**src/rtl/irq_ctrl.sv**
```systemverilog
// Interrupt controller: per-source pending latch, mask gating, fixed priority (source 0 highest)
// and a req/ack/eoi handshake toward the CPU core.
module irq_ctrl #(
   parameter int N_SRC = 4,
   parameter int ID_W  = 2
) (
   input  logic             clk,
   input  logic             rst,
   input  logic [N_SRC-1:0] src_pulse,
   input  logic             mask_we,
   input  logic [N_SRC-1:0] mask_wdata,
   input  logic [N_SRC-1:0] ovr_clr,
   input  logic             irq_ack,
   input  logic             irq_eoi,
   output logic             irq_req,
   output logic [ID_W-1:0]  irq_id,
   output logic [N_SRC-1:0] pending,
   output logic [N_SRC-1:0] mask,
   output logic [N_SRC-1:0] overrun,
   output logic             busy
);

   generate
      if ((2 ** ID_W) < N_SRC) begin : g_id_w_check
         $error("irq_ctrl: ID_W too narrow for N_SRC");
      end
   endgenerate

   typedef enum logic [1:0] {
      IDLE    = 2'd0,
      REQ     = 2'd1,
      SERVICE = 2'd2
   } state_t;

   state_t           state, state_nxt;
   logic             load_id;
   logic             any_act;
   logic [ID_W-1:0]  sel;
   logic             ack_take;
   logic [N_SRC-1:0] clr_vec;
   logic [N_SRC-1:0] pending_nxt;
   logic [N_SRC-1:0] overrun_nxt;

   // Lowest enabled pending index wins; scanning downward leaves the lowest in sel.
   always_comb begin
      sel     = '0;
      any_act = |(pending & mask);
      for (int i = N_SRC - 1; i >= 0; i--) begin
         if (pending[i] && mask[i]) begin
            sel = ID_W'(i);
         end
      end
   end

   assign ack_take = (state == REQ) && irq_ack;

   always_comb begin
      clr_vec = '0;
      for (int i = 0; i < N_SRC; i++) begin
         clr_vec[i] = ack_take && (irq_id == ID_W'(i));
      end
   end

   // A new pulse beats the ack clear; overrun only when the bit stays pending.
   assign pending_nxt = src_pulse | (pending & ~clr_vec);
   assign overrun_nxt = (src_pulse & pending & ~clr_vec) | (overrun & ~ovr_clr);

   always_comb begin
      state_nxt = state;
      load_id   = 1'b0;
      case (state)
         IDLE: begin
            if (any_act) begin
               state_nxt = REQ;
               load_id   = 1'b1;
            end
         end
         REQ: begin
            if (irq_ack) begin
               state_nxt = SERVICE;
            end
         end
         SERVICE: begin
            if (irq_eoi) begin
               state_nxt = IDLE;
            end
         end
         default: begin
            state_nxt = IDLE;
         end
      endcase
   end

   always_ff @(posedge clk) begin
      if (rst) begin
         state   <= IDLE;
         irq_req <= 1'b0;
         busy    <= 1'b0;
         irq_id  <= '0;
         pending <= '0;
         mask    <= '0;
         overrun <= '0;
      end else begin
         state   <= state_nxt;
         irq_req <= (state_nxt == REQ);
         busy    <= (state_nxt == SERVICE);
         if (load_id) begin
            irq_id <= sel;
         end
         pending <= pending_nxt;
         overrun <= overrun_nxt;
         if (mask_we) begin
            mask <= mask_wdata;
         end
      end
   end

endmodule
```
**config.mk**
```make
export PLATFORM = sky130hd
export DESIGN_NAME = irq_ctrl
export DESIGN_NICKNAME = d
export VERILOG_FILES = /design/src/rtl/irq_ctrl.sv
export SDC_FILE = /design/constraint.sdc
export NUM_CORES = 1
export LEC_CHECK = 0
export ABC_AREA = 1
export ABC_CLOCK_PERIOD_IN_PS = 950
export CAP_MARGIN = 20
export CORE_AREA = 10 10 55 57
export CTS_CLUSTER_DIAMETER = 30
export DETAILED_ROUTE_END_ITERATION = 8
export DIE_AREA = 0 0 65 67
export HOLD_SLACK_MARGIN = 0.05
export PLACE_DENSITY = 0.81
export SYNTH_ARGS = -nofsm -noshare
export SYNTH_HDL_FRONTEND = slang
export SYNTH_SLANG_ARGS = --single-unit
```
**constraint.sdc**
```tcl
create_clock -name clk -period 0.95 [get_ports clk]
set_input_delay 0.095 -clock clk [delete_from_list [all_inputs] [get_ports clk]]
set_output_delay 0.095 -clock clk [all_outputs]
set_load 0.005 [all_outputs]
```
==> key figures <==
STA
  – Setup WS post-layout: -0.0685 ns
  – Setup TNS Final: -0.197 ns
  – Ratio of final minimum period to clock period: 107%
  – Unrepaired setup endpoints after global routing: yes
  – Max Slew Vio Count: 0
  – Worst Skew: 0.000979 ns
  – Worst slew pin tran: 0.231 ns
  – Max frequency: 982 MHz
  – Final Hold Vio Count: 0
  – Final setup fails: 7
  – Slew Limit Headroom: 84.5%
  – Final worst path period need: 1.02 ns

Setup path
  – CP Class: register to register
  – CP endpoint kind: register
  – CP max FO: 3
  – Crit. Startpoint: state[1]$_SDFF_PP0_
  – Startpoint types: register
  – WP data arrival: 1.22 ns
  – Worst flop-to-flop path startpoint: state[1]$_SDFF_PP0_
  – Critical path data required time: 1.15 ns

Power
  – Pleak: 0.635 nW
  – Max IR drop VDD: 1.01 mV
  – Cell Pwr Density: 1380 mW/mm^2

Min path
  – Hold Crit Class: primary input to register
  – Worst hold start: src_pulse[1]

Global route
  – Vias in the first global route: 835
  – Grt met2 use: 18.0%
  – Pin count of the biggest net entering global routing: 11
  – M3 GR Usage: 4.85%
  – First-pass GRT wire length: 3.58 mm
  – Total GRT Usage: 10.3%
  – Met1 Use GR: 10.5%
  – Gr busiest metal: met2
  – Antenna violations before repair: 0
  – Gr ovfl total: 0

Synthesis
  – Synth Area per Inst: 7.02 sq um
  – Post-synth top area cell: dfxtp_1
  – Synth Warn #: 0
  – Commonest cells in the netlist: 29 x nand2_1, 18 x dfxtp_1, 17 x inv_1, 14 x nor2_1, 9 x a21oi_1
  – Synth top area cells: dfxtp_1 48%, nand2_1 14%, inv_1 8.5%
  – Synth Cell Area: 751 sq um
  – Number of synthesized flops with an enable pin: 0
  – Largest family of logic cells by synthesized area: simple AND/OR/NAND/NOR gates
  – Cell variety after synth: 15
  – Post-Synth Adder-Cell Area: 0%
  – Syn_nets: 124
  – Mux cell area share after synthesis: 0%
  – Post-synthesis simple-gate area fraction: 26.7%
  – Compound-Gate Fraction of Synth Area: 15.2%
  – FFs w/ async S/R, synth: 0%
  – Share of the synthesized area in the top cell type: 48.0%
  – Post-Synthesis Cells: 107
  – Most frequent cell after synthesis: nand2_1
  – Sequential area share after synthesis: 48.0%
  – Register bit total from synthesis: 18
  – Synth Flop Type: dfxtp_1
  – Xor-xnor portion of the synthesized cell area: 0%

Finish
  – N_diodes: 0
  – Final Net Count: 172
  – Fillers: 181
  – Layout cells sized above 1: 47.4%
  – Design Area, Final: 0.00125 sq mm
  – Synth-to-layout area growth: 66.7%

Place
  – DP HPWL: 1.65 mm
  – Gpl congestion: 0.765
  – I/O Buffers: 32
  – DP Area: 0.00114 sq mm

Run status
  – Failing checks: negative setup slack
  – Run status: complete, but fails checks

Die
  – Die area: 0.00436 sq mm
  – Starting Density: 38.7%
  – CORE AREA: 0.00194 sq mm
  – Die H: 67 microns
  – Die Width: 65 microns
  – Number of core rows: 16
  – Ports: 33

Route
  – Final ANT Viol Nets: 0
  – Initial DRC Count: 20
  – Drt wl/cell: 12.9 microns
  – Routed wire length: 2.33 mm
  – DRC Markers: 0
  – Vias: 819
  – Drt first pass iters: 4
  – DR vias/cell: 4.52

Clock tree
  – CTS tree: yes
  – CTS Root Buffer Type: clkbuf_4
  – Num CTS Buffers: 3
  – CTS clock-pin slew for the worst setup and hold paths: 0.10 ns
  – CTS Sinks: 18
  – Clock latency on the worst-skew pair: 0.30 ns
  – Clk buf depth: 2
  – H-tree depth: 1

Run
  – Maximum Capacitance Violations: 0
cells by family after synthesis:
logic type | count (synthesis)
DFF | 18
and+or+nand+nor | 49
AOI/OAI and AO/OA | 20
buffers and inverters | 20
layer usage:
metal,wire length (microns),vias to the layer above
met3,164,4
li1,-,427
met2,1140,28
met4,37,0
met1,994,360
met5,0,-
through the flow:
step	worst slack (ns)	utilization, %	power [mW]	instances	hold WS [ns]
after CTS	-0.0390	62.8	1.69	177	0.359
final	-0.0685	64.4	1.73	181	0.349
after global routing	-0.118	64.4	1.81	181	0.385
after floorplan	0.0794	-	0.999	107	0.212
after global placement	-0.192	58.6	1.21	170	0.450
after detailed placement	-0.224	58.6	1.22	170	0.458
power breakdown:
group          internal (mW)  switching [mW]
Sequential             0.817          0.0405
Combinational          0.209           0.185
Clock                  0.234           0.241
worst paths after layout:
path	to	slack (ns)	cells after the start
worst max-delay path	pending[3]$_SDFF_PP0_	-0.07	6
worst min-delay path	pending[1]$_SDFF_PP0_	0.35	3
worst max register to register	pending[3]$_SDFF_PP0_	-0.07	6
worst min register to register	overrun[2]$_SDFF_PP0_	0.46	2
critical path: stages (launching register included):
cell	delay, ns
dfxtp_2	0.34
inv_2	0.08
nand2_2	0.08
nor2_4	0.14
nand2_2	0.09
a21oi_2	0.13
nor2_1	0.05
area by class of cell:
| cell class | instances | area (sq um) | area share [%] |
|---|---|---|---|
| timing repair buffer | 44 | 350 | 28.0 |
| tap | 27 | 33.8 | 2.70 |
| inverter | 19 | 71.3 | 5.70 |
| multi-input combinational | 69 | 377 | 30.1 |
| sequential | 18 | 383 | 30.6 |
| clock buffer | 4 | 36.3 | 2.90 |
cells in the final DEF, fill, tap and decap left out:
cell              n
buf_4             8
a21oi_1           5
nand3_2           1
clkdlybuf4s15_1   1
clkdlybuf4s50_1  16
a21oi_2           4
dfxtp_4           1
buf_2             8
o21a_1            2
o21ai_2           1
nor2_1           13
clkbuf_8          1
o21ai_0           4
nor2_2            1
nand3_1           1
buf_6             4
nor2_4            1
nand2_2          12
nor3_1            1
clkbuf_4          3
dfxtp_2          15
nand2_4           2
nand2_1          17
inv_2             4
dfxtp_1           2
o21ai_1           2
clkbuf_2          7
o21bai_1          2
inv_1            15
registers in the layout, summed over array words and instances, names as in the netlist:
register / flops
mask: 4
overrun: 4
pending: 4
irq_id: 2
state: 2
busy: 1
irq_req: 1
what timing repair did:
action                                  in CTS  in global routing
endpoints found under the setup margin      21                 24
resized for setup                           68                 32
hold buffers                                 0                  0
pin swaps                                    5                  9
gates cloned                                 0                  0
buffers inserted                             3                  4
Power figures use the tool's default switching activity.
